==> src/rtl/regfile_wb_arbiter.sv <==
// Arbitrates the register-file write port between ALU and load writeback,
// with load priority, bounded ALU starvation and a pending-write scoreboard.
module regfile_wb_arbiter #(
  parameter int DATA_W     = 32,
  parameter int STARVE_MAX = 3
) (
  input  logic              clk,
  input  logic              rst,
  input  logic              Hold,
  input  logic              AluValid,
  input  logic [4:0]        AluAddr,
  input  logic [DATA_W-1:0] AluData,
  output logic              AluReady,
  input  logic              MemValid,
  input  logic [4:0]        MemAddr,
  input  logic [DATA_W-1:0] MemData,
  output logic              MemReady,
  input  logic              IssueValid,
  input  logic [4:0]        IssueAddr,
  output logic [31:0]       BusyMask,
  output logic              we,
  output logic [4:0]        WriteAddr,
  output logic [DATA_W-1:0] WriteData
);

  typedef enum logic {MEM_FIRST, ALU_FIRST} state_t;

  localparam logic [3:0] STARVE_LIM = 4'(STARVE_MAX);

  state_t            state;
  logic [3:0]        starve_cnt;
  logic [3:0]        cnt_next;
  logic              grant;
  logic [4:0]        wr_addr;
  logic [DATA_W-1:0] wr_data;
  logic              wr_real;
  logic [31:0]       set_vec;
  logic [31:0]       clr_vec;
  logic [31:0]       busy_next;

  // Grant selection: purely from Valids, Hold, rst and the FSM state.
  always_comb begin
    AluReady = 1'b0;
    MemReady = 1'b0;
    if (!rst && !Hold) begin
      if (state == MEM_FIRST) begin
        if (MemValid)      MemReady = 1'b1;
        else if (AluValid) AluReady = 1'b1;
      end else begin
        if (AluValid)      AluReady = 1'b1;
        else if (MemValid) MemReady = 1'b1;
      end
    end
  end

  always_comb begin
    cnt_next = starve_cnt;
    if (!AluValid || AluReady)
      cnt_next = 4'd0;
    else if (state == MEM_FIRST && starve_cnt != STARVE_LIM)
      cnt_next = starve_cnt + 4'd1;
  end

  always_comb begin
    grant   = AluReady | MemReady;
    wr_addr = MemReady ? MemAddr : AluAddr;
    wr_data = MemReady ? MemData : AluData;
    wr_real = grant && (wr_addr != 5'd0);
    set_vec = (IssueValid && IssueAddr != 5'd0) ? (32'd1 << IssueAddr) : 32'd0;
    clr_vec = wr_real ? (32'd1 << wr_addr) : 32'd0;
    // A set on the same address as a clear wins: a newer writer is pending.
    busy_next    = (BusyMask & ~clr_vec) | set_vec;
    busy_next[0] = 1'b0;
  end

  // Registered write port, scoreboard and arbiter state.
  always_ff @(posedge clk) begin
    if (rst) begin
      state      <= MEM_FIRST;
      starve_cnt <= 4'd0;
      BusyMask   <= 32'd0;
      we         <= 1'b0;
      WriteAddr  <= 5'd0;
      WriteData  <= '0;
    end else begin
      BusyMask <= busy_next;
      we       <= wr_real;
      if (wr_real) begin
        WriteAddr <= wr_addr;
        WriteData <= wr_data;
      end
      if (!Hold) begin
        starve_cnt <= cnt_next;
        if (state == MEM_FIRST && cnt_next == STARVE_LIM)
          state <= ALU_FIRST;
        else if (state == ALU_FIRST && AluReady)
          state <= MEM_FIRST;
      end
    end
  end

endmodule

==> config.mk <==
export PLATFORM = sky130hd
export DESIGN_NAME = regfile_wb_arbiter
export DESIGN_NICKNAME = d
export VERILOG_FILES = /design/src/rtl/regfile_wb_arbiter.sv
export SDC_FILE = /design/constraint.sdc
export NUM_CORES = 1
export LEC_CHECK = 0
export BUFFER_PORTS_ARGS = -buffer_cell sky130_fd_sc_hd__clkbuf_2
export CORE_AREA = 4 4 137 73
export DETAILED_ROUTE_END_ITERATION = 8
export DIE_AREA = 0 0 141 77
export PLACE_DENSITY = 0.74
export SYNTH_ARGS = -nofsm -noshare
export SYNTH_HDL_FRONTEND = slang
export SYNTH_SLANG_ARGS = --single-unit
==> constraint.sdc <==
create_clock -name clk -period 2.8 [get_ports clk]
set_clock_uncertainty 0.1 [all_clocks]
set_input_delay 0.28 -clock clk [delete_from_list [all_inputs] [get_ports clk]]
set_output_delay 0.28 -clock clk [all_outputs]
set_load 0.01 [all_outputs]
# Word-level counts from Yosys, hierarchy flattened
# Cells that the tools add are included.
# Widths: inputs -> output; s select.
# totals
elab_cells	48
output_inout_bits	72
reg_bits	75
# classes
shift	2
muxes	16
n_addsub	1
eq_ne	2
reduce_logical	14
n_bitwise	6
# op_table
cell	n
$mux 32	3
$shl 1x5->32 const A	2
$and 32x32->32	1
$not 32->32	1
$or 32x32->32	1
$mux 1	10
$reduce_bool 5->1	2
$mux 4	2
$logic_and 1x1->1	6
$mux 5	1
$add 4x1->4 const B	1
$eq 4x2->1 const B	1
$ne 4x2->1 const B	1
$logic_not 1->1	3
$not 1->1	2
$reduce_and 2->1	1
$reduce_bool 2->1	1
$logic_or 1x1->1	1
$or 1x1->1	1

# Logic depth before layout (Yosys ltp)
# Gate-level depths: netlist (run 1).
# logic_depth
ltp_word	11
depth_mapped	7
depth_no_buf	5

# Least setup slack after synthesis (run 1)
# Ideal clock, no wire load.
# synth_timing
kind	input to register
from	input AluAddr[0]
to	register WriteData[10]
path_slack_ns	0.908
cell_stages	7
t_arrival_ns	1.721
setup_time_ns	0.072
required_ns	2.628
path_buffers	3
cell_sequence	buf_6 > or4_4 > a211oi_2 > or3_1 > buf_6 > buf_12 > mux2i_1
# synth_via
elab_chain_len	3
# synth_rtl
item	line_no	source
start: declaration	11	input logic [4:0] AluAddr,
$mux 5	66	wr_addr = MemReady ? MemAddr : AluAddr;
$reduce_bool 5->1	68	wr_real = grant && (wr_addr != 5'd0);
$logic_and 1x1->1	68	
end signal: assignment	90	WriteData <= wr_data;
end: declaration	23	output logic [DATA_W-1:0] WriteData
# No other way between the ends.
# A chain may end at the register's enable or synchronous reset.

# Worst setup path after layout (run 1)
# layout_timing
from	register state
to	register WriteData[9]
# layout_via
elab_chain_len	5
elab_cells_between_ends	9
cone_classes	mux: 6; bitwise: 1; reduce/logical: 2
# layout_rtl
item	line_no	source
start: declaration	30	state_t state;
start signal: assignment	79	state <= MEM_FIRST;
start signal: assignment	95	state <= ALU_FIRST;
start signal: assignment	97	state <= MEM_FIRST;
$mux 1	46	if (state == MEM_FIRST) begin
$mux 1	45	if (!rst && !Hold) begin
$mux 5	66	
$reduce_bool 5->1	68	
$logic_and 1x1->1	68	
# Several ways; a longest one is shown, not always the timed one.

==> results of run 1 <==
==> layer usage <==
metal	share of wire	routed length, um
met5	0	0
met4	0.0081	89
met3	0.076	833
met2	0.49	5359
met1	0.43	4698
==> sequential cells by signal, summed over array words and instances (netlist names) <==
signal / cells
WriteData: 32
BusyMask: 31
starve_cnt: 4
state: 1
we: 1
WriteAddr: 5
==> synth_stat cells, types with 2 or more instances <==
| library cell | n |
|---|---|
| nor2b_1 | 8 |
| nand2b_1 | 4 |
| nand4b_1 | 9 |
| a2111oi_1 | 2 |
| inv_1 | 5 |
| o21ai_0 | 23 |
| nor3b_1 | 3 |
| buf_6 | 2 |
| dfxtp_1 | 74 |
| nor3_1 | 8 |
| nand3_1 | 6 |
| nand4bb_1 | 3 |
| o21ai_1 | 3 |
| o221a_2 | 2 |
| or2_2 | 2 |
| nor2_1 | 47 |
| nand4_1 | 4 |
| o211ai_1 | 2 |
| clkbuf_1 | 20 |
| buf_12 | 3 |
| nand2_1 | 46 |
| a21oi_1 | 53 |
| a211oi_1 | 20 |
| o32ai_1 | 3 |
| mux2i_1 | 70 |
| buf_2 | 4 |
==> worst max-delay path by stage <==
stage | from | endpoint | slack (ns)
2_1_floorplan | AluAddr[0] | WriteData[10] | 0.91
3_3_place_gp | AluValid | WriteData[6] | 0.50
3_5_place_dp | AluValid | WriteData[9] | 0.44
4_1_cts | state | WriteData[21] | 0.44
5_1_grt | state | WriteData[4] | 0.26
6_report | state | WriteData[9] | 0.42
==> final cells by class <==
cell class / count / area (um2) / area share
Tap cell: 117 / 146.4 / 0.02911
Sequential cell: 74 / 1481 / 0.2946
Clock buffer: 11 / 242.7 / 0.04827
Inverter: 6 / 22.52 / 0.004479
Clock inverter: 4 / 76.32 / 0.01518
Multi-Input combinational cell: 344 / 2223 / 0.4421
Timing Repair Buffer: 163 / 835.8 / 0.1662
==> report_power, final <==
part	leakage, nW	switching, mW	total [mW]	internal (mW)
registers	0.604	0.0248	1.13	1.10
logic	1.74	0.221	0.391	0.170
clock network	0.152	0.424	1.22	0.801
==> per-stage QoR <==
| step | worst slack [ns] | hold slack [ns] | utilization | power, mW | cell area [um2] |
|---|---|---|---|---|---|
| after detailed placement | 0.4428 | 0.3513 | 0.5446 | 1.542 | 4710 |
| after CTS | 0.4441 | 0.1224 | 0.5815 | 2.767 | 5029 |
| after global placement | 0.5031 | 0.3437 | 0.5446 | 1.532 | 4710 |
| final | 0.4230 | 0.1299 | 0.5815 | 2.744 | 5029 |
| after global routing | 0.2610 | 0.1334 | 0.5815 | 2.864 | 5029 |
| after floorplan | 0.9076 | 0.3634 | - | 1.385 | 3911 |
==> logic make-up (layout without fill, tap and decap cells) <==
logic type      after synthesis  after routing  share of synthesized area
other cells                   1              1                  0.0009588
simple gates                149            149                     0.1897
mux                          71             71                     0.1820
compound gates              122            122                     0.1923
fa+ha+maj                     1              1                   0.003198
flops                        74             74                     0.3788
buf+inv                      36            184                    0.05310
==> critical path, delay by kind of cell (launching register included) <==
kind / cells / cell delay, ns
flip-flops: 1 / 0.41
AND/OR/NAND/NOR: 2 / 0.44
multiplexers: 1 / 0.25
AO/OA/AOI/OAI: 1 / 0.61
buffers and inverters: 1 / 0.47
==> results.yml, run 1 <==
status:
  status: "complete, no violations"
final_layout:
  final_cell_mix: "155 x clkbuf_2, 74 x dfxtp_1, 70 x mux2i_1"
  synthToLayoutAreaGrowth_pct: 28.57
  layout-drive-gt1-share: 0.3156
  final_cell_count_no_fill: 719
  diodes: 0
  nNetsFinal: 684
  fillers: 793
  final_common_cell: "clkbuf_2"
sta:
  max-slew-margin-rel: 0.5042
  post-route-min-period_ns: 2.377
  max_slew.worst_pin.slew_ns: 0.7418
  clock.fmax_mhz: 420.7
  setup_viol: 0
  rsz0062_at_grt: "no"
  finalHoldViolCount: 0
  finalSetupTns_ns: 0
  fin_crit_sh: 0.8489
  slew_violations: 0
setup_path:
  cpMaxStageDelayCell: "a21boi_2"
  r2r_slack_ns: 0.42
  r2r_end: "WriteData[9]"
  start_kind: "flop"
  cp_max_fo: 36
  critPathKind: "reg2reg"
  worstPathRequired_ns: 2.95
  r2r-start: "state"
  cp_cell_sequence: "a21boi_2 -> and4_1 -> or3_2 -> buf_4 -> mux2i_1"
  ff2ff_path_depth: 5
  end_kind: "flop"
  arrival_ns: 2.53
  max_stage_delay_ns: 0.61
clocking:
  cts.path.max_buffers: 2
  hold_buffers: 0
  cts_setup_buffers: 0
  cts_resized: 0
  cts-buffers-inserted: 9
  htree_num_levels: 3
  cts_tree: "done"
  clkTransAtPathRegs_ns: 0.06
  clock_latency_ns: 0.32
  clockRootBuffer: "clkbuf_16"
  cts_num_sinks: 74
worst_hold_path:
  min_to: "WriteData[27]"
  min_from: "MemData[27]"
  min_path_cells: 3
  hold_class: "in2reg"
synthesis:
  syn_inst: 454
  synth_seq_cells: 74
  synth_flop_cell: "dfxtp_1"
  yosysTopAreaCell: "dfxtp_1"
  netlist_area_um2: 3911
  synthArstFlopShare: 0
  synth.area.top_cells: "dfxtp_1 38%, mux2i_1 18%, a21oi_1 6.8%, nor2_1 4.5%, nand2_1 4.4%"
  syn_avg_cell_area_um2: 8.615
  seq_area_frac_synth: 0.3788
  syn_nets: 540
  synth_edf_count: 0
  ys_warn_count: 0
  synth_top_area_frac: 0.3788
  netlist-cell-type-count: 54
floorplan:
  initial_core_util: 0.4523
  die_y_um: 77
  rows: 24
  core-area_um2: 8648
  die_x_um: 141
  die_area_um2: 10860
  io_pins: 157
placed_design:
  dp_hpwl_mm: 8.240
  port_buffers: 155
  dp_cells: 704
  gp_congestion: 0.8266
power_and_ir_drop:
  powerDensity_nw_per_um2: 545.7
  leakage_nw: 2.491
  ir_drop_v: 0.0003543
global_routing:
  track_usage: 0.1985
  gr-max-usage-layer: "met2"
  grt_pass1_vias: 3657
  grt_pass1_wl_mm: 17.76
  grt_max_degree: 39
  grtUsageMet2: 0.3416
  grt_overflow: 0
  antenna_found_initial: 0
  use_met1: 0.2475
  use_met3: 0.05594
route:
  drt-pass1-iter-count: 4
  ant_nets: 0
  routed_wl_mm: 10.98
  vias_per_cell: 5.376
  num_vias: 3865
  wire_per_inst_um: 15.27
  drcViolationCount: 0
  first_iter_violations: 189
run:
  cap_violations: 0
Power figures use the tool's default switching activity.
==> run 2: changes to the inputs <==
CORE_AREA = 4 4 139 74   (was 4 4 137 73)
DIE_AREA = 0 0 143 78   (was 0 0 141 77)
PLACE_DENSITY = 0.75   (was 0.74)
clock period = 2 ns   (was 2.8 ns; I/O delays follow)
==> results.yml, run 2 (synthesis results as in run 1) <==
status:
  status: "complete, no violations"
route:
  drcViolationCount: 0
  ant_nets: 0
  routed_wl_mm: 12.30
  wire_per_inst_um: 16.54
  vias_per_cell: 5.562
  drt-pass1-iter-count: 6
  num_vias: 4138
  first_iter_violations: 278
power_and_ir_drop:
  ir_drop_v: 0.0004116
  leakage_nw: 2.608
  powerDensity_nw_per_um2: 770.3
sta:
  setup_ws_ns: 0.2240
  rsz0062_at_grt: "no"
  post-route-min-period_ns: 1.776
  finalSetupTns_ns: 0
  slew_violations: 0
  clock.fmax_mhz: 563.1
  finalHoldViolCount: 0
  whs_ns: 0.03996
  max-slew-margin-rel: 0.5879
  setup_viol: 0
  max_slew.worst_pin.slew_ns: 0.6145
  fin_crit_sh: 0.8880
final_layout:
  layout-drive-gt1-share: 0.3403
  largest_reg_flops: 32
  regMostFlops: "WriteData"
  nNetsFinal: 704
  diodes: 0
  largestRegisters: "WriteData x32, BusyMask x31, WriteAddr x5"
  synthToLayoutAreaGrowth_pct: 33.56
  final_cell_area_um2: 5224
  fillers: 831
  final_cell_mix: "155 x clkbuf_2, 74 x dfxtp_1, 70 x mux2i_1"
  final_cell_count_no_fill: 744
  final_common_cell: "clkbuf_2"
setup_path:
  path_buf_inv: 1
  cpLargestDelayFamily: "compound AO/OA/AOI/OAI gates"
  cpMaxStageDelayCell: "mux2_2"
  cp_max_fo: 12
  arrival_ns: 1.90
  worstPathRequired_ns: 2.12
  max_stage_delay_ns: 0.40
  end_kind: "flop"
  start_kind: "flop"
  critPathKind: "reg2reg"
  cp_cell_sequence: "a21bo_2 -> mux2_2 -> a2111oi_2 -> buf_4 -> a21oi_1"
clocking:
  hold_buffers: 0
  clock_latency_ns: 0.33
  cts_resized: 0
  cts-buffers-inserted: 9
  cts.path.max_buffers: 2
  cts_tree: "done"
  cts_num_sinks: 74
  cts_setup_buffers: 0
  htree_num_levels: 3
  clkTransAtPathRegs_ns: 0.06
  clockRootBuffer: "clkbuf_16"
floorplan:
  rows: 25
  die_y_um: 78
  die_area_um2: 11150
  core-area_um2: 9165
  io_pins: 157
  die_x_um: 143
  initial_core_util: 0.4268
global_routing:
  track_usage: 0.2164
  grt_pass1_vias: 3810
  grt_pass1_wl_mm: 19.21
  antenna_found_initial: 0
  grt_overflow: 0
  grt_max_degree: 53
placed_design:
  dp_cells: 728
  port_buffers: 155
  place_area_um2: 4877
  dp_hpwl_mm: 9.343
  gp_congestion: 0.8848
  dp_slack_ns: 0.08300
run:
  cap_violations: 0
worst_hold_path:
  hold_class: "in2reg"
[run 2: path summary, 6_finish.rpt]
path            startpoint       endpoint  slack, ns  cells after the start
max reg2reg          state   BusyMask[30]       0.22                      5
min reg2reg  WriteData[10]  WriteData[10]       0.36                      2
max                  state   BusyMask[30]       0.22                      5
min                    rst   WriteAddr[3]       0.04                      2
[run 2: layer usage]
metal,share of wire,up-vias,GRT usage
met2,0.44,208,0.3324
met4,0.015,0,0.05598
li1,-,1995,-
met3,0.11,23,0.06958
met1,0.44,1912,0.2935
met5,0,-,0
[run 2: stage by stage]
| step | power, mW | util |
|---|---|---|
| after floorplan | 1.939 | - |
| after global placement | 2.180 | 0.5322 |
| after detailed placement | 2.196 | 0.5322 |
| after CTS | 4.052 | 0.5694 |
| after global routing | 4.190 | 0.5700 |
| final | 4.024 | 0.5700 |
[run 2: where the power goes]
part	internal, mW	switching (mW)	total (mW)
registers	1.54	0.0398	1.58
logic	0.258	0.328	0.586
clock network	1.22	0.630	1.85
total	3.03	0.998	4.02
[run 2: cell type report]
| class | count | area [um2] | share of cell area |
|---|---|---|---|
| multi-input combinational | 344 | 2228 | 0.4266 |
| sequential | 74 | 1481 | 0.2836 |
| timing repair buffer | 183 | 998.5 | 0.1911 |
| clock buffer | 10 | 229.0 | 0.04383 |
| tap | 121 | 151.4 | 0.02898 |
| clock inverter | 6 | 112.6 | 0.02156 |
| inverter | 6 | 22.52 | 0.004311 |
